`src/rtl/dvp_tx_if.sv`:
```
`default_nettype none
// +--------------------------------------------------------------------+
// | Module  : dvp_tx_if                                                |
// | Brief   : DVP byte bus plus optional external RGB565 pixel input   |
// | Rev     : 1.0                                                      |
// +--------------------------------------------------------------------+
interface dvp_tx_if;
  logic [15:0] I_pix_data;
  logic        I_pix_valid;
  logic        O_pix_ready;
  logic        O_vsync;
  logic        O_href;
  logic [7:0]  O_data;

  modport master (
    input  I_pix_data, I_pix_valid,
    output O_pix_ready, O_vsync, O_href, O_data
  );

  modport slave (
    output I_pix_data, I_pix_valid,
    input  O_pix_ready, O_vsync, O_href, O_data
  );
endinterface
`default_nettype wire

```
`src/rtl/dvp_tx_emulator.sv`:
```
`default_nettype none
// +--------------------------------------------------------------------+
// | Module  : dvp_tx_emulator                                          |
// | Brief   : OV5640-style DVP source emitting RGB565 (high byte       |
// |           first); colour bars, or external pixels when the macro   |
// |           DVP_TX_PIXEL_IN_EN is defined                            |
// | Rev     : 1.0                                                      |
// +--------------------------------------------------------------------+
module dvp_tx_emulator #(
  parameter int H_ACT    = 640,
  parameter int V_ACT    = 480,
  parameter int H_BLANK  = 144,
  parameter int VS_LINES = 4,
  parameter int V_BACK   = 16,
  parameter int V_FRONT  = 8
) (
  input  logic     cmos_pclk,
  input  logic     I_rst_n,
  input  logic     I_en,
  dvp_tx_if.master dvp,
  output logic     O_frame_start,
  output logic     O_frame_done,
  output logic     O_underrun
);

  localparam int c_LINE      = 2 * H_ACT + H_BLANK;
  localparam int c_LINES     = VS_LINES + V_BACK + V_ACT + V_FRONT;
  localparam int c_CW        = (c_LINE > 1) ? $clog2(c_LINE) : 1;
  localparam int c_LW        = (c_LINES > 1) ? $clog2(c_LINES) : 1;
  localparam int c_ACT_FIRST = VS_LINES + V_BACK;
  localparam int c_ACT_END   = c_ACT_FIRST + V_ACT;
  localparam int c_BYTES     = 2 * H_ACT;

  localparam logic [c_CW-1:0] c_COL_LAST  = c_CW'(c_LINE - 1);
  localparam logic [c_LW-1:0] c_LINE_LAST = c_LW'(c_LINES - 1);

  localparam logic [2:0] S_IDLE   = 3'd0;
  localparam logic [2:0] S_VSYNC  = 3'd1;
  localparam logic [2:0] S_VBACK  = 3'd2;
  localparam logic [2:0] S_ACTIVE = 3'd3;
  localparam logic [2:0] S_HBLANK = 3'd4;
  localparam logic [2:0] S_VFRONT = 3'd5;

  logic [2:0]      r_state;
  logic [2:0]      w_state_nxt;
  logic [c_LW-1:0] r_line;
  logic [c_LW-1:0] w_line_nxt;
  logic [c_CW-1:0] r_col;
  logic [c_CW-1:0] w_col_nxt;
  logic            w_start;
  logic            w_frame_end;
  logic            w_done_nxt;
  logic [15:0]     w_pix;
  logic [15:0]     r_pix;

  // Position within the frame decides the in-frame state; zero-length regions fall through.
  function automatic logic [2:0] f_decode(input logic [c_LW-1:0] ln, input logic [c_CW-1:0] col);
    logic [2:0] st;
    if (int'(ln) < VS_LINES)
      st = S_VSYNC;
    else if (int'(ln) < c_ACT_FIRST)
      st = S_VBACK;
    else if (int'(ln) < c_ACT_END)
      st = (int'(col) < c_BYTES) ? S_ACTIVE : S_HBLANK;
    else
      st = S_VFRONT;
    return st;
  endfunction

  function automatic logic [c_LW+c_CW-1:0] f_adv(input logic [c_LW-1:0] ln, input logic [c_CW-1:0] col);
    logic [c_LW+c_CW-1:0] pos;
    if (col != c_COL_LAST)
      pos = {ln, col + c_CW'(1)};
    else if (ln != c_LINE_LAST)
      pos = {ln + c_LW'(1), {c_CW{1'b0}}};
    else
      pos = '0;
    return pos;
  endfunction

  assign w_frame_end = (r_line == c_LINE_LAST) && (r_col == c_COL_LAST);

  always_comb begin
    w_state_nxt = r_state;
    w_line_nxt  = r_line;
    w_col_nxt   = r_col;
    w_start     = 1'b0;
    case (r_state)
      S_IDLE: begin
        if (I_en) begin
          w_line_nxt  = '0;
          w_col_nxt   = '0;
          w_state_nxt = f_decode('0, '0);
          w_start     = 1'b1;
        end
      end
      default: begin
        if (w_frame_end) begin
          w_line_nxt = '0;
          w_col_nxt  = '0;
          if (I_en) begin
            w_state_nxt = f_decode('0, '0);
            w_start     = 1'b1;
          end else begin
            w_state_nxt = S_IDLE;
          end
        end else begin
          {w_line_nxt, w_col_nxt} = f_adv(r_line, r_col);
          w_state_nxt = f_decode(w_line_nxt, w_col_nxt);
        end
      end
    endcase
  end

  assign w_done_nxt = (w_state_nxt != S_IDLE) && (w_line_nxt == c_LINE_LAST) &&
                      (w_col_nxt == c_COL_LAST);

  // Outputs are registered from the next position so they line up with the state register.
  always_ff @(posedge cmos_pclk or negedge I_rst_n) begin
    if (!I_rst_n) begin
      r_state       <= S_IDLE;
      r_line        <= '0;
      r_col         <= '0;
      r_pix         <= '0;
      dvp.O_vsync   <= 1'b0;
      dvp.O_href    <= 1'b0;
      dvp.O_data    <= '0;
      O_frame_start <= 1'b0;
      O_frame_done  <= 1'b0;
    end else begin
      r_state       <= w_state_nxt;
      r_line        <= w_line_nxt;
      r_col         <= w_col_nxt;
      dvp.O_vsync   <= (w_state_nxt == S_VSYNC);
      dvp.O_href    <= (w_state_nxt == S_ACTIVE);
      O_frame_start <= w_start;
      O_frame_done  <= w_done_nxt;
      if (w_state_nxt == S_ACTIVE) begin
        if (!w_col_nxt[0]) begin
          r_pix      <= w_pix;
          dvp.O_data <= w_pix[15:8];
        end else begin
          dvp.O_data <= r_pix[7:0];
        end
      end else begin
        dvp.O_data <= '0;
      end
    end
  end

`ifdef DVP_TX_PIXEL_IN_EN
  logic [c_LW-1:0] w_line_nx2;
  logic [c_CW-1:0] w_col_nx2;
  logic            w_ready_nxt;

  // Ready is raised one cycle ahead of each high byte so the word is in hand at phase 0.
  always_comb begin
    {w_line_nx2, w_col_nx2} = f_adv(w_line_nxt, w_col_nxt);
    w_ready_nxt = (w_state_nxt != S_IDLE) &&
                  (f_decode(w_line_nx2, w_col_nx2) == S_ACTIVE) && !w_col_nx2[0];
  end

  assign w_pix = (dvp.O_pix_ready && dvp.I_pix_valid) ? dvp.I_pix_data : 16'h0000;

  always_ff @(posedge cmos_pclk or negedge I_rst_n) begin
    if (!I_rst_n) begin
      dvp.O_pix_ready <= 1'b0;
      O_underrun      <= 1'b0;
    end else begin
      dvp.O_pix_ready <= w_ready_nxt;
      O_underrun      <= (dvp.O_pix_ready && !dvp.I_pix_valid) ||
                         (O_underrun && !O_frame_start);
    end
  end
`else
  localparam int c_BAR_W = H_ACT / 8;

  logic [2:0] w_bar;
  logic       w_unused_pix;

  assign w_bar        = 3'((int'(w_col_nxt) / 2) / c_BAR_W);
  assign w_unused_pix = ^{dvp.I_pix_data, dvp.I_pix_valid};

  always_comb begin
    case (w_bar)
      3'd0:    w_pix = 16'hFFFF;
      3'd1:    w_pix = 16'hFFE0;
      3'd2:    w_pix = 16'h07FF;
      3'd3:    w_pix = 16'h07E0;
      3'd4:    w_pix = 16'hF81F;
      3'd5:    w_pix = 16'hF800;
      3'd6:    w_pix = 16'h001F;
      default: w_pix = 16'h0000;
    endcase
  end

  assign dvp.O_pix_ready = 1'b0;
  assign O_underrun      = 1'b0;
`endif

endmodule
`default_nettype wire

```
`src/flat_wrapper.sv`:
```
// flat-port wrapper written by rule: the top's interface ports become plain ports
module dvp_tx_emulator_flat 
#(
  parameter int H_ACT    = 640,
  parameter int V_ACT    = 480,
  parameter int H_BLANK  = 144,
  parameter int VS_LINES = 4,
  parameter int V_BACK   = 16,
  parameter int V_FRONT  = 8
)
  (cmos_pclk, I_rst_n, I_en, O_frame_start, O_frame_done, O_underrun, dvp_I_pix_data, dvp_I_pix_valid, dvp_O_pix_ready, dvp_O_vsync, dvp_O_href, dvp_O_data);
  dvp_tx_if dvp_i ();
  input  logic cmos_pclk;
  input  logic I_rst_n;
  input  logic I_en;
  output logic O_frame_start;
  output logic O_frame_done;
  output logic O_underrun;
  input wire logic [$bits(dvp_i.I_pix_data)-1:0] dvp_I_pix_data;
  input wire logic [$bits(dvp_i.I_pix_valid)-1:0] dvp_I_pix_valid;
  output wire logic [$bits(dvp_i.O_pix_ready)-1:0] dvp_O_pix_ready;
  output wire logic [$bits(dvp_i.O_vsync)-1:0] dvp_O_vsync;
  output wire logic [$bits(dvp_i.O_href)-1:0] dvp_O_href;
  output wire logic [$bits(dvp_i.O_data)-1:0] dvp_O_data;
  assign dvp_i.I_pix_data = dvp_I_pix_data;
  assign dvp_i.I_pix_valid = dvp_I_pix_valid;
  assign dvp_O_pix_ready = dvp_i.O_pix_ready;
  assign dvp_O_vsync = dvp_i.O_vsync;
  assign dvp_O_href = dvp_i.O_href;
  assign dvp_O_data = dvp_i.O_data;
  dvp_tx_emulator #(.H_ACT(H_ACT), .V_ACT(V_ACT), .H_BLANK(H_BLANK), .VS_LINES(VS_LINES), .V_BACK(V_BACK), .V_FRONT(V_FRONT)) u_core (.cmos_pclk(cmos_pclk), .I_rst_n(I_rst_n), .I_en(I_en), .dvp(dvp_i), .O_frame_start(O_frame_start), .O_frame_done(O_frame_done), .O_underrun(O_underrun));
endmodule
```
`config.mk`:
```
export PLATFORM = sky130hd
export DESIGN_NAME = dvp_tx_emulator_flat
export DESIGN_NICKNAME = d
export VERILOG_FILES = /design/src/rtl/dvp_tx_if.sv /design/src/rtl/dvp_tx_emulator.sv /design/src/flat_wrapper.sv
export SDC_FILE = /design/constraint.sdc
export NUM_CORES = 1
export LEC_CHECK = 0
export CAP_MARGIN = 25
export CORE_ASPECT_RATIO = 1.2
export CORE_MARGIN = 5
export CORE_UTILIZATION = 50
export CTS_BUF_LIST = sky130_fd_sc_hd__clkbuf_8
export CTS_CLUSTER_SIZE = 24
export DETAILED_ROUTE_END_ITERATION = 7
export PLACE_DENSITY_LB_ADDON = 0.15
export SLEW_MARGIN = 20
export SYNTH_ARGS = -nofsm -noshare
export SYNTH_HDL_FRONTEND = slang
export SYNTH_SLANG_ARGS = --single-unit
```
`constraint.sdc`:
```
create_clock -name cmos_pclk -period 6.5 [get_ports cmos_pclk]
set_input_delay 1.3 -clock cmos_pclk [delete_from_list [all_inputs] [get_ports cmos_pclk]]
set_output_delay 1.3 -clock cmos_pclk [all_outputs]
set_load 0.01 [all_outputs]
```
==> flow_metrics.tcl <==
set metrics [dict create \
    fin_nets 330 \
    critPathMaxFanout 15 \
    synth.top_cell.area_share_pct 32.90 \
    grt_overflow 0 \
    powerDensity_nw_per_um2 385.5 \
    clkTransAtPathRegs_ps 70 \
    avgRoutedWirePerCell_um 16.71 \
    filler_cell_count 422 \
    fin_crit_sh_pct 72.68 \
    drive_above_1_share_pct 8.117 \
    routed_wl_um 6115 \
    cts_root_buffer "clkbuf_8" \
    portBuffers 14 \
    first_iter_violations 126 \
    place_congestion 0.9414 \
    die_width_um 73.69 \
    syn2layout_area_growth_pct 8.380 \
    final_common_cell "nand2_1" \
    grt_pass1_wl_um 10280 \
    synthTopCellsByArea "dfrtp_1 (33%), nand2_1 (5.4%), o21ai_0 (4.7%)" \
    critPathRequiredTime_ps 6680 \
    hold_buffers 0 \
    cts_resized 0 \
    slew_headroom_pct 34.59 \
    async_flop_share_pct 100.0 \
    max_freq_mhz 211.7 \
    start_util_pct 52.20 \
    crit_slowest_cell "clkdlybuf4s50_1" \
    yosysTopAreaCell "dfrtp_1" \
    final_cell_mix "nand2_1 (35), dfrtp_1 (32), nor2_1 (27)" \
    grt_max_degree 33 \
    syn-cell-area_um2 2434 \
    cts_inserted_buffers 5 \
    crit_arrival_ps 4900 \
    finClkSkew_ps 7.887 \
    p_leak_nw 0.9935 \
    cts_tree "built" \
    syn_area_per_cell_um2 7.901 \
    track_usage_pct 20.35 \
    synth_edf_count 0 \
    whs_ps 503.2 \
    status "complete, no violations" \
    dr.pass1.iters 4 \
    diodes 0 \
    drv_slew 0 \
    h-tree-depth 2 \
    io_pins 34 \
    yosys_register_bits 32 \
    drtAntennaViolNets 0 \
    max_stage_delay_ps 520 \
    maxCapViolCount 0 \
    cts_max_path_buffers 2 \
    startpoint_type "input port" \
    critPathLaunch "I_en" \
    crit_type "input port to flip-flop" \
    end_kind "flip-flop" \
    postCtsSetupBuffers 0 \
    hpwl_um 4435 \
    num_rows 27 \
    synth_seq_area_share_pct 32.90 \
    synth.distinct_cells 63 \
    antenna_found_initial 0 \
    hold_path_class "flip-flop to flip-flop" \
    fp.dieArea_um2 6368 \
    fp.dieH_um 86.43 \
    hold_viol 0 \
    ys.warnings.count 0 \
    rsz0062_at_grt "no" \
    period_needed_ps 4724 \
    synthCells 308 \
    finalSetupViolCount 0 \
    regToRegStartpoint "u_core.r_col[0]" \
    ir_drop_mv 0.2046 \
    drc_errors 0 \
    hold_path.startpoint "u_core.r_pix[6]" \
    num_vias 2344 \
    routed_via_density 6.404 \
    setup_tns_ps 0 \
    clk_latency_ps 290 \
    design.core.area_um2 4662 \
    tightest_slew_ps 970.6 \
    cts.sink_count 32 \
    grt_pass1_vias 2197 \
    crit_chain "clkdlybuf4s50_1, nor2_1, buf_4, a21o_1, a21oi_4, inv_2, ha_1, nand2b_1, and3_1, a311oi_1, a31oi_1, nor3_1, a311o_1, o311ai_1, a31o_1" \
    synthFlopType "dfrtp_1" \
]
worst paths after layout:
| path | endpoint | slack [ps] | depth (start not counted) |
|---|---|---|---|
| worst max register to register | u_core.r_pix[4] | 2040 | 15 |
| worst min-delay path | u_core.r_pix[6] | 500 | 1 |
| worst min register to register | u_core.r_pix[6] | 500 | 1 |
| worst max-delay path | u_core.r_pix[4] | 1780 | 15 |
| max in group asynchronous | u_core.r_pix[4] | 4780 | 2 |
| min in group asynchronous | u_core.r_line[4] | 1420 | 2 |
flip-flops by register name, summed over array words and instances (netlist names), 2 cells and up:
| register | count |
|---|---|
| u_core.r_col | 11 |
| u_core.r_line | 9 |
| u_core.dvp.O_data | 3 |
| u_core.r_state | 3 |
| u_core.r_pix | 2 |
layer usage:
metal / GRT usage [%] / vias to the layer above / part of all wire (%)
met1: 23.65 / 1129 / 41
met2: 35.40 / 52 / 52
met3: 3.712 / 15 / 3.7
li1: - / 1148 / -
met5: 0 / - / 0
met4: 9.555 / 0 / 2.8
critical path: cells and delay by family:
family          cells  cell delay, ps
compound gates      7            1400
fa+ha+maj           1             410
buf+inv             3             900
simple gates        4             880
cell type report:
| type | instances | area, µm² | area share, % |
|---|---|---|---|
| multi-input combinational | 243 | 1456 | 55.22 |
| sequential | 32 | 800.8 | 30.36 |
| timing repair buffer | 18 | 170.2 | 6.452 |
| tap | 58 | 72.57 | 2.751 |
| clock buffer | 5 | 68.82 | 2.609 |
| clock inverter | 3 | 42.54 | 1.613 |
| inverter | 7 | 26.28 | 0.9962 |
cell usage after synthesis, drive strengths merged, types with 4 or more instances:
| master | instances |
|---|---|
| inv | 7 |
| or3 | 4 |
| o31ai | 8 |
| a21o | 4 |
| nand3 | 14 |
| buf | 21 |
| nor4 | 9 |
| a21oi | 21 |
| nor2 | 27 |
| clkbuf | 6 |
| nand4 | 7 |
| nor3 | 13 |
| dfrtp | 32 |
| o211ai | 4 |
| nand2 | 36 |
| a31oi | 10 |
| nand2b | 5 |
| o21ai | 28 |
| o311ai | 4 |
kinds of logic (layout without fill, tap and decap cells):
logic type      Yosys count  count (layout)  synth area share (%)
xor+xnor                  1               1                0.3600
buf+inv                  34              33                 7.404
flops                    32              32                 32.90
simple gates            136             136                 28.90
other cells               1               2                0.1541
fa+ha+maj                 3               3                 1.543
compound gates          100             100                 28.28
mux                       1               1                0.4627
per-stage QoR:
stage,total power [mW],worst slack [ps],std cells,utilization [%],area [µm²]
detailed placement,0.8170,1516,358,54.19,2526
floorplan,0.7093,2637,309,-,2437
global placement,0.8120,1519,358,54.19,2526
finish,1.017,1776,366,56.58,2638
CTS,1.012,1805,366,56.58,2638
global route,1.098,1494,366,56.58,2638
where the power goes:
part | switching [mW] | internal, mW | leakage, nW | total [mW]
Combinational | 0.278 | 0.199 | 0.552 | 0.477
Sequential | 0.0876 | 0.257 | 0.387 | 0.345
Clock | 0.0813 | 0.113 | 0.0541 | 0.195
No activity file was read; power rests on OpenSTA's default activity.
